<file path="config.mk">
export PLATFORM = sky130hd
export DESIGN_NAME = aes_uart_sequencer
export DESIGN_NICKNAME = d
export VERILOG_FILES = /design/src/rtl/aes_uart_sequencer.sv
export SDC_FILE = /design/constraint.sdc
export NUM_CORES = 1
export LEC_CHECK = 0
export ABC_AREA = 0
export ABC_CLOCK_PERIOD_IN_PS = 1960
export BUFFER_PORTS_ARGS = -buffer_cell sky130_fd_sc_hd__buf_2
export CORE_AREA = 3 3 308 310
export DETAILED_ROUTE_END_ITERATION = 6
export DIE_AREA = 0 0 311 313
export GPL_ROUTABILITY_DRIVEN = 0
export GPL_TIMING_DRIVEN = 0
export PLACE_DENSITY = 0.47
export SLEW_MARGIN = 0
export SYNTH_ARGS = -nofsm -noshare
export SYNTH_HDL_FRONTEND = slang
export SYNTH_SLANG_ARGS = --single-unit
</file>
<file path="constraint.sdc">
create_clock -name clk -period 1.96 [get_ports clk]
set_input_delay 0.196 -clock clk [delete_from_list [all_inputs] [get_ports clk]]
set_output_delay 0.196 -clock clk [all_outputs]
set_load 0.02 [all_outputs]
</file>
<file path="src/rtl/aes_uart_sequencer.sv">
// Job controller: launches one AES-128 encryption under a watchdog, then
// streams the ciphertext to a UART byte interface as hex ASCII + CR LF or raw bytes.
module aes_uart_sequencer #(
  parameter bit          HEX_ASCII      = 1'b1,
  parameter int unsigned TIMEOUT_CYCLES = 64
) (
  input  logic         clk,
  input  logic         rst_n,
  input  logic         i_start,
  input  logic [127:0] i_plain,
  input  logic [127:0] i_key,
  output logic         o_busy,
  output logic         o_done,
  output logic         o_error,
  output logic [127:0] o_cipher,
  output logic         o_aes_start,
  output logic [127:0] o_aes_plain,
  output logic [127:0] o_aes_key,
  input  logic         i_aes_done,
  input  logic [127:0] i_aes_cipher,
  output logic         o_tx_valid,
  output logic [7:0]   o_tx_byte,
  input  logic         i_tx_ready
);

  localparam int unsigned CW       = $clog2(TIMEOUT_CYCLES + 1);
  localparam logic [5:0]  LAST_IDX = HEX_ASCII ? 6'd33 : 6'd15;

  typedef enum logic [2:0] {IDLE, START, WAIT, SEND, DONE} state_t;

  state_t         state, state_nx;
  logic [CW-1:0]  wcnt;
  logic [127:0]   shreg;
  logic [5:0]     idx;
  logic [3:0]     nib;
  logic [7:0]     tx_char;
  logic           accept;
  logic           timeout;

  assign accept  = o_tx_valid && i_tx_ready;
  assign timeout = (wcnt == CW'(TIMEOUT_CYCLES - 1));
  assign nib     = shreg[127:124];

  always_comb begin
    state_nx = state;
    case (state)
      IDLE:    if (i_start) state_nx = START;
      START:   state_nx = WAIT;
      WAIT:    if (i_aes_done) state_nx = SEND;
               else if (timeout) state_nx = IDLE;
      SEND:    if (accept && (idx == LAST_IDX)) state_nx = DONE;
      DONE:    state_nx = IDLE;
      default: state_nx = IDLE;
    endcase
  end

  always_ff @(posedge clk or negedge rst_n) begin
    if (!rst_n) state <= IDLE;
    else        state <= state_nx;
  end

  // Status outputs are registered from the next state so they align with the state they describe.
  always_ff @(posedge clk or negedge rst_n) begin
    if (!rst_n) begin
      o_busy      <= 1'b0;
      o_done      <= 1'b0;
      o_error     <= 1'b0;
      o_aes_start <= 1'b0;
      o_tx_valid  <= 1'b0;
      o_cipher    <= '0;
      o_aes_plain <= '0;
      o_aes_key   <= '0;
      shreg       <= '0;
      idx         <= '0;
      wcnt        <= '0;
    end else begin
      o_busy      <= (state_nx != IDLE);
      o_aes_start <= (state_nx == START);
      o_tx_valid  <= (state_nx == SEND);
      o_done      <= (state_nx == DONE);
      case (state)
        IDLE: if (i_start) begin
          o_aes_plain <= i_plain;
          o_aes_key   <= i_key;
          o_error     <= 1'b0;
        end
        START: wcnt <= '0;
        WAIT: begin
          wcnt <= wcnt + CW'(1);
          if (i_aes_done) begin
            o_cipher <= i_aes_cipher;
            shreg    <= i_aes_cipher;
            idx      <= '0;
          end else if (timeout) begin
            o_error <= 1'b1;
          end
        end
        SEND: if (accept) begin
          idx <= idx + 6'd1;
          if (HEX_ASCII) shreg <= {shreg[123:0], 4'h0};
          else           shreg <= {shreg[119:0], 8'h00};
        end
        default: ;
      endcase
    end
  end

  // Current char is always at the top of the shift register; CR LF follow the 32 nibbles.
  always_comb begin
    tx_char = '0;
    if (HEX_ASCII) begin
      if (idx == 6'd32)      tx_char = 8'h0D;
      else if (idx == 6'd33) tx_char = 8'h0A;
      else if (nib < 4'd10)  tx_char = {4'h3, nib};
      else                   tx_char = 8'h37 + {4'h0, nib};
    end else begin
      tx_char = shreg[127:120];
    end
    o_tx_byte = o_tx_valid ? tx_char : '0;
  end

endmodule

</file>
; Word level (Yosys, flattened, before mapping)
; Index checks and enable logic that the tools add are counted.
[word_totals]
reg_bits = 533
in_bits = 389
output_inout_bits = 397
word_cells = 61
[classes]
addsub = 3
magnitude_cmp = 1
eq_ne = 14
n_mux = 20
reduce_logical = 11
[ops]
columns = cell, n
row1 = 2-to-1 mux 128 bit, 2
row2 = case mux 128 bit (2 select lines), 1
row3 = 2-to-1 mux 7 bit, 3
row4 = case mux 7 bit (2 select lines), 1
row5 = == test 6 bit (second input constant), 2
row6 = 2-to-1 mux 3 bit, 4
row7 = 2-to-1 mux 6 bit, 2
row8 = case mux 3 bit (4 select lines), 1
row9 = case mux 6 bit (2 select lines), 1
row10 = != test 2 bit (second input constant), 5
row11 = == test 3 x 2 -> 1 bit (second input constant), 3
row12 = 2-to-1 mux 8 bit, 1
row13 = adder 6 x 4 -> 7 bit (first input constant), 1
row14 = adder 7 x 1 -> 7 bit (second input constant), 1
row15 = == test 7 x 6 -> 1 bit (second input constant), 1
row16 = adder 6 x 1 -> 6 bit (second input constant), 1
row17 = == test 3 x 1 -> 1 bit (second input constant), 2
row18 = nonzero test 2 bit, 3
row19 = < comparator 4 bit (second input constant), 1
row20 = AND reduction 2 bit, 2
row21 = AND reduction 4 bit, 1
row22 = == test 3 bit (second input constant), 1
row23 = logical NOT 3 bit, 1
row24 = 2-to-1 mux 1 bit, 3
row25 = other kinds (4), 5

; Logic depth before layout (Yosys ltp)
; Gate-level depths: netlist of run 1.
[logic_depth]
ltp_word = 5
ltp_mapped = 9
depth_no_buf = 6

; Worst setup path after synthesis of run 1
; Ideal clock, no wire load.
[synth_path]
path_type = reg2reg
startpoint = register state[2]
endpoint = register o_aes_key[100]
setup_time_ps = 116
arrival_time_ps = 1607
t_required_ps = 1844
slack_ps = 236
stages_incl_launch_ff = 8
n_path_buf = 4
period_less_slack_ps = 1724
cell_sequence = dfrtp_1 > buf_2 > or4b_1 > clkbuf_1 > clkbuf_1 > buf_2 > nand2_1 > nand2_1
[synth_via]
elab_chain_len = 2
[synth_lines]
columns = item, line
row1 = from (decl), 31  ; state_t state, state_nx;
row2 = from (signal assigned), 59  ; else state <= state_nx;
row3 = logical NOT 3 bit, 81  ; case (state)
row4 = AND reduction 2 bit (no source line), n/a
row5 = to (signal assigned), 84  ; o_aes_key <= i_key;
row6 = to (decl), 18  ; output logic [127:0] o_aes_key,
; No other way between the ends.
; A chain may end at the register's enable or synchronous reset.

; Worst setup path in the final report of run 1
[layout_path]
startpoint = register idx[3]
endpoint = output o_tx_byte[3]
[layout_via]
elab_chain_len = 4
elab_cells_between_ends = 5
cone_classes = eq/ne: 2 / mux: 3
[layout_lines]
columns = item, line
row1 = from (decl), 34  ; logic [5:0] idx;
row2 = from (signal assigned), 99  ; idx <= idx + 6'd1;
row3 = == test 6 bit, 113  ; else if (idx == 6'd33) tx_char = 8'h0A;
row4 = 2-to-1 mux 7 bit, 113
row5 = 2-to-1 mux 7 bit *, 112  ; if (idx == 6'd32) tx_char = 8'h0D;
row6 = 2-to-1 mux 8 bit *, 119  ; o_tx_byte = o_tx_valid ? tx_char : '0;
row7 = to (decl), 22  ; output logic [7:0] o_tx_byte,
; Every way passes the cells marked *; elsewhere a longest branch is shown, timed or not.

==> metrics.md, run 1 <==
| Metric | Value |
|---|---|
| Reg-to-reg critical path endpoint | `o_aes_key[63]$_DFFE_PN0P_` |
| Fraction of registers with async set/reset | `1.00` |
| Status | `finished with violations` |
| Pins Over Slew Limit | `0` |
| Pre-CTS setup slack | `-721 ps` |
| Layout cells sized above 1 | `0.302` |
| Fin crit share | `1.16` |
| Slew @ Worst Pin | `656 ps` |
| Final core occ | `0.373` |
| Routed wire per std cell | `18.1 um` |
| Final setup violation count | `7` |
| CTS Buffer Depth | `3` |
| Row count | `111` |
| DIE HEIGHT | `313 um` |
| # port buffers | `784` |
| Seq/Total Area, Yosys | `0.623` |
| Leakage power | `around 19 nW` |
| Top_reg_cell synth | `dfrtp_1` |
| Crit path cell chain | `nor4b_4 -> nand2_2 -> a31oi_2 -> buf_4` |
| Setup WS post-layout | `-315 ps` |
| Fin Hold WS | `roughly 160 ps` |
| Die X | `around 310 um` |
| Layout overhead on the synthesized area | `60.3%` |
| Clk_skew | `14.9 ps` |
| Slew headroom | `0.563` |
| Number of vias per cell | `4.17` |
| Antenna violations before repair | `7` |
| Drt total wl | `around 88,000 um` |
| Largest net degree at the start of global routing | `approximately 110` |
| Warnings from Yosys | `0` |
| Setup Crit Path Kind | `reg -> out` |
| Non-Filler Instances | `4,880` |
| Clk Tree Root Cell | `clkbuf_16` |
| Total placed cells including tap cells | `4,336` |
| Reg2reg start | `state[2]$_DFF_PN0_` |
| Max IR drop VDD | `877 uV` |
| Worst hold path type | `in -> async` |
| DR vias | `20,400` |
| Syn Std Cell Area | `around 21,000 um2` |
| DR pass1 iterations | `5` |
| I/O pin count | `786` |
| Total power | `about 54 mW` |
| Reported max-cap violation count | `0` |
| Req. time, crit path | `around 1800 ps` |
| Hold Vio Cnt, Final | `0` |
| Synth Register Bits | `533` |
| Synth Area per Inst | `9.30 um2` |
| Unrepaired setup endpoints after global routing | `yes` |
| Total grt overflow | `0` |
| Crit-path max FO | `6` |
| Final min period | `2280 ps` |
| Pwr Density | `1570 nW/um2` |
| Drt initial violations | `1,526` |
| Total CTS buffers | `66` |
| Post-synth cell types | `43` |
| Cells after Synth | `2,304` |
| Count of clock tree sinks | `around 530` |
| Post-DP HPWL | `64,700 um` |
| Worst Path Arrival | `2080 ps` |
| First-pass GRT wire length | `131,000 um` |
| Core area | `91,900 um2` |
| Htree depth | `3` |
| Vias in the first global route | `between 20,000 and 25,000` |
| Violated checks | `negative setup slack` |
| Die footprint | `just under 100,000 um2` |
| Antenna viol nets, final | `0` |
| Clk_lat worst skew | `600 ps` |
| Post-synth EDFFs | `0` |
| CP max-delay cell | `dfrtp_2` |
| Drc violations | `0` |
| Clock-pin transition on the worst setup and hold timing paths | `60 ps` |
| Biggest cell delay along the critical path | `430 ps` |
| Initial Utilization | `0.233` |
| CTS tree | `built` |
| Fmax | `440 MHz` |
| Post-Syn Nets | `2,698` |
| Cells on worst reg2reg path | `7` |
| NumNets Final | `3,976` |
| Worst setup EP type | `primary output` |
| All-Layer GR Usage | `0.173` |
| CP Launch Type | `register` |
| Flop-to-flop setup slack | `roughly 40 ps` |
-- worst max path at each step --
stage / depth (start not counted) / slack [ps] / endpoint / startpoint
after floorplan: 7 / 240 / o_aes_key[100]$_DFFE_PN0P_ / state[2]$_DFF_PN0_
after global placement: 1 / -11570 / o_cipher[85]$_DFFE_PN0P_ / rst_n
after detailed placement: 7 / -720 / o_cipher[0]$_DFFE_PN0P_ / state[2]$_DFF_PN0_
after CTS: 5 / -340 / o_tx_byte[2] / idx[3]$_DFFE_PN0P_
after global routing: 4 / -390 / o_tx_byte[3] / idx[3]$_DFFE_PN0P_
final: 4 / -320 / o_tx_byte[3] / idx[3]$_DFFE_PN0P_
-- state kept, by name (all words and copies together) (netlist names) --
signal       count
idx              6
o_tx_valid       1
o_done           1
o_aes_key      128
state            3
o_busy           1
shreg          128
o_error          1
o_aes_start      1
wcnt             7
o_cipher       128
o_aes_plain    128
-- through the flow --
| step | TNS (ps) | cell area (um2) |
|---|---|---|
| finish | -1750 | 34300 |
| global placement | -6317210 | 26900 |
| detailed placement | -204080 | 27000 |
| floorplan | 0 | 21400 |
| global route | -2950 | 34300 |
| CTS | -2030 | 33300 |
-- timing repair --
| action | 4_1_cts | 5_1_grt |
|---|---|---|
| setup buffers | 8 | 12 |
| hold buffers | 387 | 0 |
| gates cloned | 0 | 17 |
| endpoints found under the setup margin | 529 | 465 |
| hold endpoints to repair | 579 | 0 |
| pin swaps | 5 | 26 |
| resized for setup | 72 | 194 |
-- power by group --
group	internal (mW)	leakage [nW]	switching, mW	total [mW]
combinational	8.43	10.9	14.8	23.2
sequential	15.9	6.71	2.71	18.6
clock	7.11	1.04	5.00	12.1
total	31.5	18.6	22.5	53.9
-- cell families after synthesis --
logic type	share of synthesized area
other	0.000175
xor gates and xnor gates	0.000818
adders and majority gates	0.00292
AOI/OAI and AO/OA	0.0419
and+or+nand+nor	0.238
buffers and inverters	0.0358
DFF	0.623
muxes	0.0579
-- worst max-delay path: cells and delay by family (launching register included) --
| family | cells | cell delay (ps) |
|---|---|---|
| AOI/OAI and AO/OA | 1 | 270 |
| and+or+nand+nor | 2 | 560 |
| buffers and inverters | 1 | 210 |
| DFF | 1 | 430 |
-- synthesized netlist by cell type, drive strengths merged (2+ instances only) --
master | number | share of area
a21boi | 2 | 0.00070
a31o | 2 | 0.00082
nor2b | 2 | 0.00058
nand4 | 3 | 0.00088
mux2i | 124 | 0.058
and4 | 2 | 0.00082
nand2b | 2 | 0.00058
or3 | 2 | 0.00058
a22o | 6 | 0.0025
nand2 | 1290 | 0.23
a31oi | 2 | 0.00058
a21oi | 8 | 0.0019
o21ai | 136 | 0.032
nor3 | 4 | 0.00093
nand3 | 5 | 0.0012
buf | 99 | 0.028
a21o | 2 | 0.00070
clkbuf | 34 | 0.0060
or4 | 2 | 0.00070
inv | 11 | 0.0019
o211ai | 2 | 0.00070
dfrtp | 533 | 0.62
ha | 5 | 0.0029
nor2 | 11 | 0.0019
-- layer usage --
layer / share of wire / track usage / up-vias
met5: 0 / 0 / -
met4: 0.027 / 0.0586 / 0
met3: 0.056 / 0.0332 / 117
met2: 0.49 / 0.291 / 604
met1: 0.43 / 0.222 / 9810
li1: - / - / 9840
-- final cells by class --
cell class,count,area (um2)
repair buffers,1213,8570
inverters,11,53.8
fillers,9400,57600
well taps,1243,1560
flip-flops and latches,533,13300
clock buffers,101,1930
diodes,4,10.0
plain buffers,130,1170
clock inverters,18,188
multi-input cells,1627,7500
-- placed cells by master, fill, tap and decap left out, types with 3 or more instances in the layout --
cell type,synthesis,layout
a21oi_1,8,4
a21oi_2,0,3
a22o_1,6,6
buf_12,0,10
buf_16,0,6
buf_2,64,796
buf_4,31,38
buf_6,4,38
buf_8,0,10
clkbuf_1,34,30
clkbuf_16,0,84
clkbuf_2,0,16
clkbuf_4,0,16
clkbuf_8,0,13
clkinv_2,0,7
clkinv_8,0,3
dfrtp_1,533,529
dfrtp_2,0,4
diode_2,0,4
dlygate4sd3_1,0,387
ha_1,5,5
inv_1,10,10
inv_6,0,5
mux2i_1,124,124
nand2_1,1290,1260
nand2_2,0,24
nand2_4,0,6
nand3_1,5,5
nand4_1,3,3
nor2_1,11,8
nor3_1,4,4
o21ai_0,136,135
(Power assumes the default switching activity.)
==> run 2, diff against run 1 <==
==> constraint.sdc (replaced) <==
create_clock -name clk -period 1.96 [get_ports clk]
set_input_delay 0.098 -clock clk [delete_from_list [all_inputs] [get_ports clk]]
set_output_delay 0.098 -clock clk [all_outputs]
set_load 0.02 [all_outputs]
==> metrics.md, run 2 (synthesis gave the netlist of run 1 again) <==
| Metric | Value |
|---|---|
| Clk_lat worst skew | `~600 ps` |
| Initial Utilization | `0.233` |
| Final core occ | `0.374` |
| Die X | `311 um` |
| Worst setup EP type | `primary output` |
| Antenna viol nets, final | `0` |
| Worst Path Arrival | `~2100 ps` |
| Status | `finished with violations` |
| Area occupied by multi-input gates | `7500 um2` |
| Setup WS post-layout | `-239 ps` |
| Clock-pin transition on the worst setup and hold timing paths | `about 60 ps` |
| Pint | `31.5 mW` |
| NumNets Final | `3,977` |
| First-pass GRT wire length | `131,000 um` |
| Pwr Density | `1570 nW/um2` |
| Row count | `111` |
| Layout overhead on the synthesized area | `60.3%` |
| Setup Crit Path Kind | `reg -> out` |
| Max IR drop VDD | `876 uV` |
| Unrepaired setup endpoints after global routing | `yes` |
| Routed wire per std cell | `18.1 um` |
| DR pass1 iterations | `5` |
| Die footprint | `around 100,000 um2` |
| Drt initial violations | `between 1,000 and 1,500` |
| Number of vias per cell | `4.18` |
| # port buffers | `784` |
| Final min period | `2200 ps` |
| Filler cells | `~9,400` |
| Drt total wl | `about 88,000 um` |
| Layout cells sized above 1 | `0.302` |
| DIE HEIGHT | `313 um` |
| Total CTS buffers | `66` |
| I/O pin count | `786` |
| Leakage power | `18.6 nW` |
| Flop pwr share | `0.346` |
| Pre-CTS setup slack | `-721 ps` |
| CTS Buffer Depth | `3` |
| Fmax | `around 450 MHz` |
| Core area | `91,900 um2` |
| CP Launch Type | `register` |
| Seq. cell area | `13,300 um2` |
| Reported max-cap violation count | `0` |
| Total placed cells including tap cells | `4,336` |
| Total power | `53.9 mW` |
| Non-Filler Instances | `4,885` |
| Reg-to-reg critical path endpoint | `o_aes_key[63]$_DFFE_PN0P_` |
| Comb pwr share | `0.430` |
| Count of clock tree sinks | `533` |
| Switching Share | `0.416` |
| Total grt overflow | `0` |
| Htree depth | `3` |
| Crit-path max FO | `6` |
| Most frequent cells in the layout | `1,260 x nand2_1, 796 x buf_2, 529 x dfrtp_1` |
| Post-DP HPWL | `64,700 um` |
| Final Cell Area | `34,300 um2` |
| Vias in the first global route | `20,900` |
| Clk Tree Root Cell | `clkbuf_16` |
| Reg2reg start | `state[2]$_DFF_PN0_` |
| Placed Area | `27,000 um2` |
| Clk_skew | `16.6 ps` |
| Violated checks | `negative setup slack` |
| Fin crit share | `1.12` |
| Commonest non-fill, non-tap cell in the layout | `nand2_1` |
| Final setup violation count | `7` |
| Slew @ Worst Pin | `652 ps` |
| Req. time, crit path | `1860 ps` |
| Worst hold path type | `in -> async` |
| All-Layer GR Usage | `0.173` |
| Largest net degree at the start of global routing | `106` |
| Hold Vio Cnt, Final | `0` |
| CTS tree | `built` |
| Pins Over Slew Limit | `0` |
| Clock share of power | `0.224` |
| Net switching power | `between 20 and 25 mW` |
| Slew headroom | `0.565` |
| DR vias | `20,400` |
| Flop-to-flop setup slack | `40 ps` |
| Cells on worst reg2reg path | `7` |
| Antenna violations before repair | `7` |
| Drc violations | `0` |
## run 2: cell count changes in the layout (fill, tap and decap cells not counted)
| cell | change |
|---|---|
| diode_2 | +4 |
| dlygate4sd3_1 | +1 |
## run 2: stage by stage
step	TNS [ps]	hold slack, ps
6_report	-1160	63.6
5_1_grt	-2270	86.3
4_1_cts	-1350	23.3
3_5_place_dp	-203620	105
3_3_place_gp	-6264580	288
2_1_floorplan	0	-198
## run 2: worst max path at each step
stage	start	to
global placement	rst_n	o_cipher[85]$_DFFE_PN0P_
detailed placement	state[2]$_DFF_PN0_	o_cipher[0]$_DFFE_PN0P_
finish	idx[3]$_DFFE_PN0P_	o_tx_byte[3]
floorplan	state[2]$_DFF_PN0_	o_aes_key[100]$_DFFE_PN0P_
CTS	idx[3]$_DFFE_PN0P_	o_tx_byte[2]
global route	idx[3]$_DFFE_PN0P_	o_tx_byte[3]
## run 2: final cells by class
cell class                 count  share of cell area
clock buffer                 101              0.0563
tap                         1243              0.0453
antenna                        8            0.000583
multi-input combinational   1627               0.218
clock inverter                18             0.00546
sequential                   533               0.388
timing repair buffer        1214               0.250
buffer                       130              0.0341
inverter                      11             0.00157
## run 2: critical path: stages, from the launching register on
cell and delay, ps:
dfrtp_2 430, nor4b_4 400, nand2_2 180, a31oi_2 270, buf_4 220
## run 2: power groups by stage
stage	clock, mW	sequential (mW)	combinational [mW]
after global routing	12.9	19.3	25.3
after detailed placement	0	18.7	21.3
after global placement	0	18.7	21.1
after CTS	12.5	18.6	22.3
after floorplan	0	22.8	8.42
final	12.1	18.7	23.2
## run 2: timing repair
item                       CTS  global route
cloned                       0            17
buffers inserted             8            12
pin swaps                    5            26
setup endpoints to repair  529           465
gates resized for setup     72           194
hold buffers               388             0
hold endpoints to repair   651             0
## run 2: metal layers
metal  vias to the layer above  GRT usage  wire length, um
li1                       9833          -                -
met1                      9845      0.222            38200
met2                       620      0.291            42800
met3                       141     0.0334             4910
met4                         0     0.0586             2590
met5                         -          0                0
==> run 3, diff against run 2 <==
--- a/config.mk
+++ b/config.mk
@@ -8,9 +8,10 @@
 export ABC_AREA = 0
 export ABC_CLOCK_PERIOD_IN_PS = 1960
 export BUFFER_PORTS_ARGS = -buffer_cell sky130_fd_sc_hd__buf_2
-export CORE_AREA = 3 3 308 310
+export CAP_MARGIN = 10
+export CORE_AREA = 3 3 309 311
 export DETAILED_ROUTE_END_ITERATION = 6
-export DIE_AREA = 0 0 311 313
+export DIE_AREA = 0 0 312 314
 export GPL_ROUTABILITY_DRIVEN = 0
 export GPL_TIMING_DRIVEN = 0
 export PLACE_DENSITY = 0.47
==> metrics.md, run 3 (synthesis gave the netlist of run 1 again) <==
| Metric | Value |
|---|---|
| CP Launch Type | `register` |
| Die X | `about 310 um` |
| Vias in the first global route | `about 21,000` |
| CTS tree | `built` |
| Req. time, crit path | `1860 ps` |
| Worst hold path type | `in -> async` |
| Status | `finished with violations` |
| Fin Hold WS | `-13.0 ps` |
| Non-Filler Instances | `around 4,900` |
| Top sig layer | `met5` |
| Total grt overflow | `0` |
| Clk_lat worst skew | `650 ps` |
| Setup Total Neg Slack | `-741 ps` |
| Delay-heaviest family, CP | `flip-flops` |
| Met2 WL post-DR | `roughly 41,000 um` |
| Pwr Density | `about 1600 nW/um2` |
| Initial Utilization | `0.230` |
| Final setup violation count | `7` |
| DR pass1 iterations | `7` |
| Area occupied by multi-input gates | `~7400 um2` |
| Hold Vio Cnt, Final | `13` |
| # port buffers | `about 780` |
| I/O pin count | `786` |
| All-Layer GR Usage | `0.169` |
| Slew headroom | `0.593` |
| CP max-delay cell | `dfrtp_1` |
| Violated checks | `negative hold slack, negative setup slack` |
| Htree depth | `2` |
| Total placed cells including tap cells | `~4,300` |
| Post-DP HPWL | `63,400 um` |
| Drt initial violations | `about 1,100` |
| Layout cells sized above 1 | `0.290` |
| Most frequent cells in the layout | `1,286 x nand2_1, 808 x buf_2, 530 x dfrtp_1` |
| Row count | `112` |
| Commonest non-fill, non-tap cell in the layout | `nand2_1` |
| Met1 WL | `35,800 um` |
| Number of vias per cell | `~4` |
| Clk_skew | `20.2 ps` |
| Seq. cell area | `13,300 um2` |
| Total CTS buffers | `60` |
| Max IR drop VDD | `825 uV` |
| Layout overhead on the synthesized area | `56.7%` |
| CTS Buffer Depth | `3` |
| Pins Over Slew Limit | `0` |
| Filler cells | `9,709` |
| Reported max-cap violation count | `0` |
| Clock-pin transition on the worst setup and hold timing paths | `~70 ps` |
| Die footprint | `98,000 um2` |
| Count of clock tree sinks | `533` |
| Drc violations | `0` |
| Buf/Inv on CP | `2` |
| Setup Crit Path Kind | `reg -> out` |
| Final min period | `about 2100 ps` |
| Core area | `between 90,000 and 100,000 um2` |
| DR vias | `20,000` |
| Crit-path max FO | `3` |
| Met3 WL | `5540 um` |
| Fmax | `474 MHz` |
| Antenna viol nets, final | `0` |
| Worst setup EP type | `primary output` |
| Worst Path Arrival | `between 2000 and 2500 ps` |
| Antenna violations before repair | `6` |
| Drt total wl | `roughly 85,000 um` |
| NumNets Final | `roughly 4,000` |
| Biggest cell delay along the critical path | `approximately 380 ps` |
| First-pass GRT wire length | `about 130,000 um` |
| Unrepaired setup endpoints after global routing | `yes` |
| DIE HEIGHT | `314 um` |
| Slew @ Worst Pin | `slightly above 600 ps` |
| Routed wire per std cell | `17.5 um` |
| Largest net degree at the start of global routing | `110` |
| Setup WS post-layout | `-149 ps` |
| Crit path cell chain | `inv_1 -> ha_1 -> nor2b_2 -> a31o_2 -> a21boi_1 -> nor2_1 -> buf_4` |
| Fin crit share | `1.08` |
| Clk Tree Root Cell | `clkbuf_16` |
| Leakage power | `18.3 nW` |
run 3: cell types whose count changed in the layout (fill, tap and decap cells not counted), moves of 19 or more:
cell	delta
buf_4	+21
buf_6	-19
clkbuf_16	-20
nand2_1	+26
nand2_2	-20
run 3: final timing paths:
kind                                              from                            to  depth (start not counted)  slack [ps]
setup reg to reg                    state[0]$_DFF_PN0_   o_aes_plain[74]$_DFFE_PN0P_                          8          60
hold / removal                                   rst_n    o_aes_key[107]$_DFFE_PN0P_                          2         -10
hold reg to reg            o_aes_plain[25]$_DFFE_PN0P_   o_aes_plain[25]$_DFFE_PN0P_                          2         460
max in group asynchronous                        rst_n            idx[3]$_DFFE_PN0P_                          5         390
min in group clk                          i_plain[124]  o_aes_plain[124]$_DFFE_PN0P_                          4         180
setup / recovery                shreg[125]$_DFFE_PN0P_                  o_tx_byte[2]                          7        -150
run 3: final cells by class:
cell class              instances  share of cell area
multi-input cells            1627               0.220
clock buffers                  88              0.0539
diodes                          6            0.000447
plain buffers                 132              0.0299
flip-flops and latches        533               0.398
well taps                    1254              0.0468
inverters                      11             0.00160
repair buffers               1194               0.243
clock inverters                25             0.00660
run 3: timing repair:
action	in CTS	in global routing
hold buffers	388	1
buffers inserted	10	4
hold endpoints to repair	700	6
pin swaps	8	6
gates cloned	0	2
setup endpoints to repair	529	442
gates resized for setup	87	69
run 3: worst reg2reg max path: stages (launching register included):
cell and delay, ps:
dfrtp_1 370, buf_6 140, or4b_4 560, buf_12 170, clkinv_8 110, buf_12 160, buf_4 180, nand2_1 100
nand2_1 70
run 3: stage by stage:
stage | power [mW] | utilization | area (um2) | setup slack [ps] | hold slack [ps]
global route | 56.3 | 0.361 | 33600 | -272 | -3.80
global placement | 39.7 | 0.289 | 26900 | -11350 | 288
floorplan | 31.3 | - | 21400 | 236 | -198
CTS | 53.0 | 0.358 | 33300 | -218 | 20.2
detailed placement | 39.9 | 0.291 | 27100 | -710 | 144
finish | 52.6 | 0.361 | 33600 | -149 | -13.0
run 3: report_power, final:
group	internal, mW	switching, mW
Sequential	15.9	2.71
Clock	6.77	4.86
Combinational	7.87	14.4
Total	30.6	22.0
run 3: layer usage:
| metal | up-vias | global-route usage |
|---|---|---|
| met2 | 630 | 0.282 |
| met3 | 152 | 0.0453 |
| met5 | - | 0 |
| li1 | 9763 | - |
| met1 | 9459 | 0.212 |
| met4 | 2 | 0.0588 |
